$ cat src/rtl/dccm_arb.sv
// Shares the single DCCM macro between the LSU and DMA requesters; LSU has priority, DMA is protected by a starvation counter.
// Latency: request to DCCM port is combinational (0 cycles); read data returns to the issuing requester 1 cycle after its grant.
// Backpressure: ready is computed each cycle from both requests; a denied requester holds its request until ready=1.
module dccm_arb #(
    parameter int STARVE_LIMIT = 4,
    parameter int CNT_W        = 3
) (
    input  logic        clk,
    input  logic        rst_n,

    input  logic        lsu_req_valid,
    input  logic        lsu_req_we,
    input  logic [31:0] lsu_req_addr,
    input  logic [31:0] lsu_req_wdata,
    output logic        lsu_req_ready,
    output logic        lsu_rsp_valid,
    output logic [31:0] lsu_rsp_data,

    input  logic        dma_req_valid,
    input  logic        dma_req_we,
    input  logic [31:0] dma_req_addr,
    input  logic [31:0] dma_req_wdata,
    output logic        dma_req_ready,
    output logic        dma_rsp_valid,
    output logic [31:0] dma_rsp_data,

    output logic        dccm_wr_en,
    output logic [31:0] dccm_wr_addr,
    output logic [31:0] dccm_wr_data,
    output logic        dccm_rd_en,
    output logic [31:0] dccm_rd_addr,
    input  logic [31:0] dccm_rd_data
);

    logic [CNT_W-1:0] starve_cnt;
    logic             rsp_pend;
    logic             rd_owner;   // 0 = LSU, 1 = DMA

    logic lsu_gnt;
    logic dma_gnt;
    logic dual_ok;
    logic dma_wins;

    // Grant decision: a write/read pair to different words can share the macro, anything else is a conflict.
    always_comb begin
        dual_ok  = lsu_req_valid && dma_req_valid &&
                   (lsu_req_we != dma_req_we) &&
                   (lsu_req_addr[31:2] != dma_req_addr[31:2]);
        dma_wins = (starve_cnt == CNT_W'(STARVE_LIMIT));
        lsu_gnt  = rst_n && lsu_req_valid && (!dma_req_valid || dual_ok || !dma_wins);
        dma_gnt  = rst_n && dma_req_valid && (!lsu_req_valid || dual_ok || dma_wins);
    end

    assign lsu_req_ready = lsu_gnt;
    assign dma_req_ready = dma_gnt;

    // DCCM port steering: at most one write and one read are granted per cycle; idle ports are driven to zero.
    always_comb begin
        dccm_wr_en   = 1'b0;
        dccm_wr_addr = '0;
        dccm_wr_data = '0;
        dccm_rd_en   = 1'b0;
        dccm_rd_addr = '0;
        if (lsu_gnt && lsu_req_we) begin
            dccm_wr_en   = 1'b1;
            dccm_wr_addr = lsu_req_addr;
            dccm_wr_data = lsu_req_wdata;
        end else if (dma_gnt && dma_req_we) begin
            dccm_wr_en   = 1'b1;
            dccm_wr_addr = dma_req_addr;
            dccm_wr_data = dma_req_wdata;
        end
        if (lsu_gnt && !lsu_req_we) begin
            dccm_rd_en   = 1'b1;
            dccm_rd_addr = lsu_req_addr;
        end else if (dma_gnt && !dma_req_we) begin
            dccm_rd_en   = 1'b1;
            dccm_rd_addr = dma_req_addr;
        end
    end

    // Starvation counter: counts consecutive cycles a valid DMA request is denied, saturating at the limit.
    always_ff @(posedge clk) begin
        if (!rst_n) begin
            starve_cnt <= '0;
        end else if (!dma_req_valid || dma_gnt) begin
            starve_cnt <= '0;
        end else if (starve_cnt != CNT_W'(STARVE_LIMIT)) begin
            starve_cnt <= starve_cnt + CNT_W'(1);
        end
    end

    // Remember who issued this cycle's read so next cycle's macro data goes back to them.
    always_ff @(posedge clk) begin
        if (!rst_n) begin
            rsp_pend <= 1'b0;
            rd_owner <= 1'b0;
        end else begin
            rsp_pend <= dccm_rd_en;
            rd_owner <= dma_gnt && !dma_req_we;
        end
    end

    // Response steering; gating with rst_n drops a response whose read was granted just before reset.
    always_comb begin
        lsu_rsp_valid = rst_n && rsp_pend && !rd_owner;
        dma_rsp_valid = rst_n && rsp_pend && rd_owner;
        lsu_rsp_data  = lsu_rsp_valid ? dccm_rd_data : 32'h0;
        dma_rsp_data  = dma_rsp_valid ? dccm_rd_data : 32'h0;
    end

endmodule

$ cat config.mk
export PLATFORM = sky130hd
export DESIGN_NAME = dccm_arb
export DESIGN_NICKNAME = d
export VERILOG_FILES = /design/src/rtl/dccm_arb.sv
export SDC_FILE = /design/constraint.sdc
export NUM_CORES = 1
export LEC_CHECK = 0
export BUFFER_PORTS_ARGS = -buffer_cell sky130_fd_sc_hd__buf_4
export CAP_MARGIN = 30
export CORE_AREA = 4 4 126 128
export CTS_CLUSTER_SIZE = 24
export DETAILED_ROUTE_END_ITERATION = 16
export DIE_AREA = 0 0 130 132
export SLEW_MARGIN = 20
export SYNTH_ARGS = -nofsm -noshare
export SYNTH_HDL_FRONTEND = slang
export SYNTH_SLANG_ARGS = --single-unit
$ cat constraint.sdc
create_clock -name clk -period 4.14 [get_ports clk]
set_input_delay 0.207 -clock clk [delete_from_list [all_inputs] [get_ports clk]]
set_output_delay 0.207 -clock clk [all_outputs]
set_load 0.005 [all_outputs]
After elaboration in Yosys (flattened, before gate mapping)
Cells that the tools add are included.
Widths: inputs -> output; s select.
{"block": "totals", "register_bits": 5, "elab_cells": 47}
{"block": "classes", "addsub": 1, "n_eq_ne": 4, "n_mux": 12, "bitwise": 1, "n_reduce_logical": 26}
{"cell": "$mux 32", "count": 8}
{"cell": "$ne 30x30->1", "count": 1}
{"cell": "$logic_and 1x1->1", "count": 14}
{"cell": "$logic_not 1->1", "count": 6}
{"cell": "$logic_or 1x1->1", "count": 5}
{"cell": "$mux 1", "count": 4}
{"cell": "$add 3x1->3 const B", "count": 1}
{"cell": "$eq 3x3->1 const B", "count": 1}
{"cell": "$ne 3x3->1 const B", "count": 1}
{"cell": "$reduce_or 2->1", "count": 1}
{"cell": "$ne 1x1->1", "count": 1}
{"cell": "$not 1->1", "count": 1}

Logic depth before layout (Yosys ltp)
{"block": "depth", "word_depth": 9, "depth_mapped": 8, "depth_no_buf": 6}

Worst setup path after synthesis
No wires, ideal clock.
{"block": "synth_path", "kind": "reg2out", "startpoint": "register starve_cnt[0]", "endpoint": "output port dccm_wr_addr[11]", "arrival_time_ns": 1.745, "required_ns": 3.933, "slack_ns": 2.188, "path_stages_with_launch": 8, "n_path_buf": 1, "cell_sequence": "dfxtp_1 > inv_1 > ha_1 > a21boi_0 > nor3b_1 > clkbuf_1 > a22oi_1 > o21ai_1"}
{"block": "synth_between", "elab_chain_cells": 6, "elab_cells_between_ends": 10}
{"element": "start: declaration", "line": "35", "text": "logic [CNT_W-1:0] starve_cnt;"}
{"element": "start signal: assignment", "line": "89", "text": "starve_cnt <= starve_cnt + CNT_W'(1);"}
{"element": "$eq 3x3->1 *", "line": "49", "text": "dma_wins = (starve_cnt == CNT_W'(STARVE_LIMIT));"}
{"element": "$logic_or 1x1->1 or $logic_not 1->1 (tied branches)", "line": "51, 50"}
{"element": "$logic_and 1x1->1 or $logic_or 1x1->1 (tied branches)", "line": "51, 50"}
{"element": "$logic_and 1x1->1, on equally long branches", "line": "68, 50"}
{"element": "$mux 32 or $logic_and 1x1->1 (tied branches)", "line": "68, 64"}
{"element": "$mux 32 *", "line": "64", "text": "if (lsu_gnt && lsu_req_we) begin"}
{"element": "end: declaration", "line": "28", "text": "output logic [31:0] dccm_wr_addr,"}
Mark *: on every way between the ends. The rest lies on a longest branch, timed or not.

Worst setup path in the final report
{"block": "layout_path", "startpoint": "register starve_cnt[0]", "endpoint": "output port dccm_wr_data[26]"}
{"block": "layout_between", "elab_chain_cells": 6, "elab_cells_between_ends": 10}
{"element": "$eq 3x3->1 *", "line": "49"}
{"element": "$logic_or 1x1->1 or $logic_not 1->1 (tied branches)", "line": "51, 50"}
{"element": "$logic_and 1x1->1 or $logic_or 1x1->1 (tied branches)", "line": "51, 50"}
{"element": "$logic_and 1x1->1, on equally long branches", "line": "68, 50"}
{"element": "$mux 32 or $logic_and 1x1->1 (tied branches)", "line": "68, 64"}
{"element": "$mux 32 *", "line": "64"}
{"element": "end: declaration", "line": "29", "text": "output logic [31:0] dccm_wr_data,"}
Marked as above.

==> metrics.md <==
| Metric | Value |
|---|---|
| WL/cell | between 15 and 20 um |
| Clk sinks | 5 |
| Required time of the critical path | just under 4 ns |
| Final ANT Viol Nets | 0 |
| Die Y | 132 um |
| Worst-path cell with the longest stage delay | a21boi_0 |
| Syn_area_per_cell | about 7 um^2 |
| CP arrival | around 2.5 ns |
| Tot Pwr | approximately 0.7 mW |
| Cell chosen for the clock root | clkbuf_16 |
| Synth cell types | 38 |
| Hold_sp | lsu_req_valid |
| Critical path peak fanout | 34 |
| Setup crit start | starve_cnt[0] |
| Post-place setup slack | 1.45 ns |
| First-pass GRT wire length | 25500 um |
| Worst path top cell family by delay | compound AO/OA/AOI/OAI gates |
| Peak supply drop | a little over 0.00009 V |
| Detailed-router iteration count before antenna repair | 6 |
| Initial antenna violation count | 0 |
| Postcts setup bufs | 0 |
| Setup Crit Path Kind | reg2out |
| Total Wirelength | about 18000 um |
| RR Startpoint | starve_cnt[0] |
| Status | completed |
| GRT overflow | 0 |
| Yosys reg bits | 5 |
| # DRC | 0 |
| FP Rows | 45 |
| Diode count | 0 |
| Clock Latency Late Sink | roughly 0.23 ns |
| Vias per cell | 5.06 |
| Final period demand of the worst path | 2.65 ns |
| Worst-margin pin slew | 0.900 ns |
| Setup_tns | 0 ns |
| Layout Nets | about 880 |
| Clock buffer depth | 2 |
| DRT iter0 DRCs | ~230 |
| Worst-path clk slew | approximately 0.03 ns |
| Synth Warn # | 0 |
| CTS tree | done |
| DP HPWL | approximately 14000 um |
| Worst Setup Start Kind | flip-flop |
| Die X-Extent | between 100 and 150 um |
| Area share of the largest cell type after synthesis | between 30% and 40% |
| HP Class | in2reg |
| Num CTS Buffers | 3 |
| Number of global-route vias before repair | between 4000 and 5000 |
| Number of buffers and inverters on the critical path | 3 |
| Die area | around 0.017 mm^2 |
| CTS Hold Buffers Added | 0 |
| Total GRT Usage | 18.7% |
| Final setup vio count | 0 |
| # resized after CTS | 0 |
| Main area contributors after synthesis | a22oi_1 (33%), and2_1 (14%), o21ai_0 (10%), a22o_1 (9.7%), xor2_1 (8.5%) |
| H-tree levels | 1 |
| Slew headroom | between 30% and 40% |
| Synthesized net count | between 500 and 600 |
| Cell repeated most along the worst path | buf_4 |
| Pin count of the biggest net entering global routing | 40 |
| Port buffer count | 331 |
| Cell area after layout | approximately 0.0056 mm^2 |
| Layout cell share with drive strength beyond 1 | 49.5% |
| Max_cap viols | 0 |
| Period utilization | between 60 and 70% |
| Leakage | approximately 2.6 nW |
| Post-Place Cell Area | 0.00548 mm^2 |
| P&R area growth vs syn | 92.9% |
| Critical-path cell list | inv_1 -> ha_1 -> a21boi_0 -> nor3b_2 -> buf_4 -> a31o_4 -> a22o_1 -> buf_4 |
| Final WS setup | 1.49 ns |
| Final Hold Fails | 0 |
| Via count | 4569 |
| Leading area contributor after synthesis | a22oi_1 |
| Max Slew Vio Count | 0 |
| Max Freq | 377 MHz |
| Initial core utilization | between 15 and 20% |
| RD Place Congestion | between 0.8 and 0.9 |
| RSZ-0062 raised after global routing | false |
| Mapped Area | a little under 0.003 mm^2 |
| CORE AREA | between 0.01 and 0.015 mm^2 |
| CP Capture Type | output pin |
| Slowest stage delay, CP | between 0.4 and 0.5 ns |
| Post-Syn Instances | 418 |
| # IOs | 332 |
| Sequential fraction of the synthesis area | under 10% |
| Power Dens Cells | around 120 mW/mm^2 |
| Clock Skews | ~0.0026 ns |
[cells in the mapped netlist (all sizes together)]
cell type	instances
nor2b	4
nand3	1
nand2	4
or3	1
xnor2	2
a21oi	1
a31oi	1
nand2b	1
inv	2
a41oi	1
ha	2
nand4	1
o211ai	1
a21boi	1
o21ai	67
dfxtp	5
o21bai	2
and3	5
buf	9
o31ai	1
a31o	1
nor4	7
xor2	28
and2	65
nor3b	1
mux2	1
nor3	1
clkbuf	38
a22oi	128
a22o	32
nor2	4
[final timing paths]
path	endpoint	slack (ns)	cells past startpoint
max reg2reg	rsp_pend	2.26	6
max	dccm_wr_data[26]	1.49	8
min	rsp_pend	0.36	3
min reg2reg	starve_cnt[0]	0.54	2
[cells by family after synthesis]
group / count (synthesis) / synth area share, %
AOI/OAI and AO/OA: 236 / 57.7
and+or+nand+nor: 95 / 20.2
buffers and inverters: 49 / 8.23
xor gates and xnor gates: 30 / 9.10
DFF: 5 / 3.46
adders and majority gates: 2 / 0.866
muxes: 1 / 0.390
[sequential cells by signal (all words and copies together), names as in the netlist]
register,count
rd_owner,1
rsp_pend,1
starve_cnt,3
[cell type report]
cell class | instances | area [um^2]
fill | 1615 | 9290
multi-input combinational | 364 | 2590
timing repair buffer | 340 | 2560
tap | 188 | 235
sequential | 5 | 100
clock buffer | 4 | 78.8
inverter | 2 | 7.51
[per-layer routing]
layer / GRT usage, % / wire length [um] / vias to the layer above
li1: - / - / 2229
met2: 33.7 / 9250 / 205
met4: 1.73 / 113 / 0
met3: 4.46 / 1680 / 6
met5: 0 / 0 / -
met1: 23.1 / 6760 / 2129
[cell usage in the layout (no fill, tap or decap)]
master	count
buf_4	339
a22oi_1	128
and2_1	65
o21ai_0	59
a22o_1	32
xor2_1	28
o21ai_1	8
nor4_1	6
and3_1	5
dfxtp_1	5
nand2_1	4
nor2_1	4
nor2b_4	3
clkbuf_16	3
inv_1	2
xnor2_1	2
ha_1	2
nor4_2	1
nand3_1	1
nand4_1	1
or3_4	1
o211ai_1	1
a41oi_1	1
o31ai_4	1
a31oi_1	1
a21boi_0	1
nor3b_2	1
nand2b_1	1
o21bai_4	1
a31o_4	1
nor3_2	1
a21oi_1	1
mux2_2	1
o21bai_1	1
nor2b_1	1
clkbuf_1	1
buf_8	1
[report_power, final]
| part | internal (mW) | leakage, nW | switching, mW |
|---|---|---|---|
| sequential | 0.0502 | 0.0408 | 0.000755 |
| clock | 0.128 | 0.0382 | 0.0312 |
| combinational | 0.259 | 2.55 | 0.221 |
| total | 0.437 | 2.63 | 0.253 |
[stage by stage]
step / instances / hold slack (ns) / util (%)
after global routing: 903 / 0.395 / 37.5
final: 903 / 0.364 / 37.5
after CTS: 902 / 0.366 / 37.4
after global placement: 898 / 0.525 / 36.9
after floorplan: 418 / 0.440 / -
after detailed placement: 898 / 0.535 / 36.9
[tightest hold or removal path: cells and delay by family]
kind / cells / cell delay (ns)
AOI/OAI and AO/OA: 1 / 0.16
and+or+nand+nor: 1 / 0.10
buffers and inverters: 1 / 0.09
No activity file was read; power rests on OpenSTA's default activity.
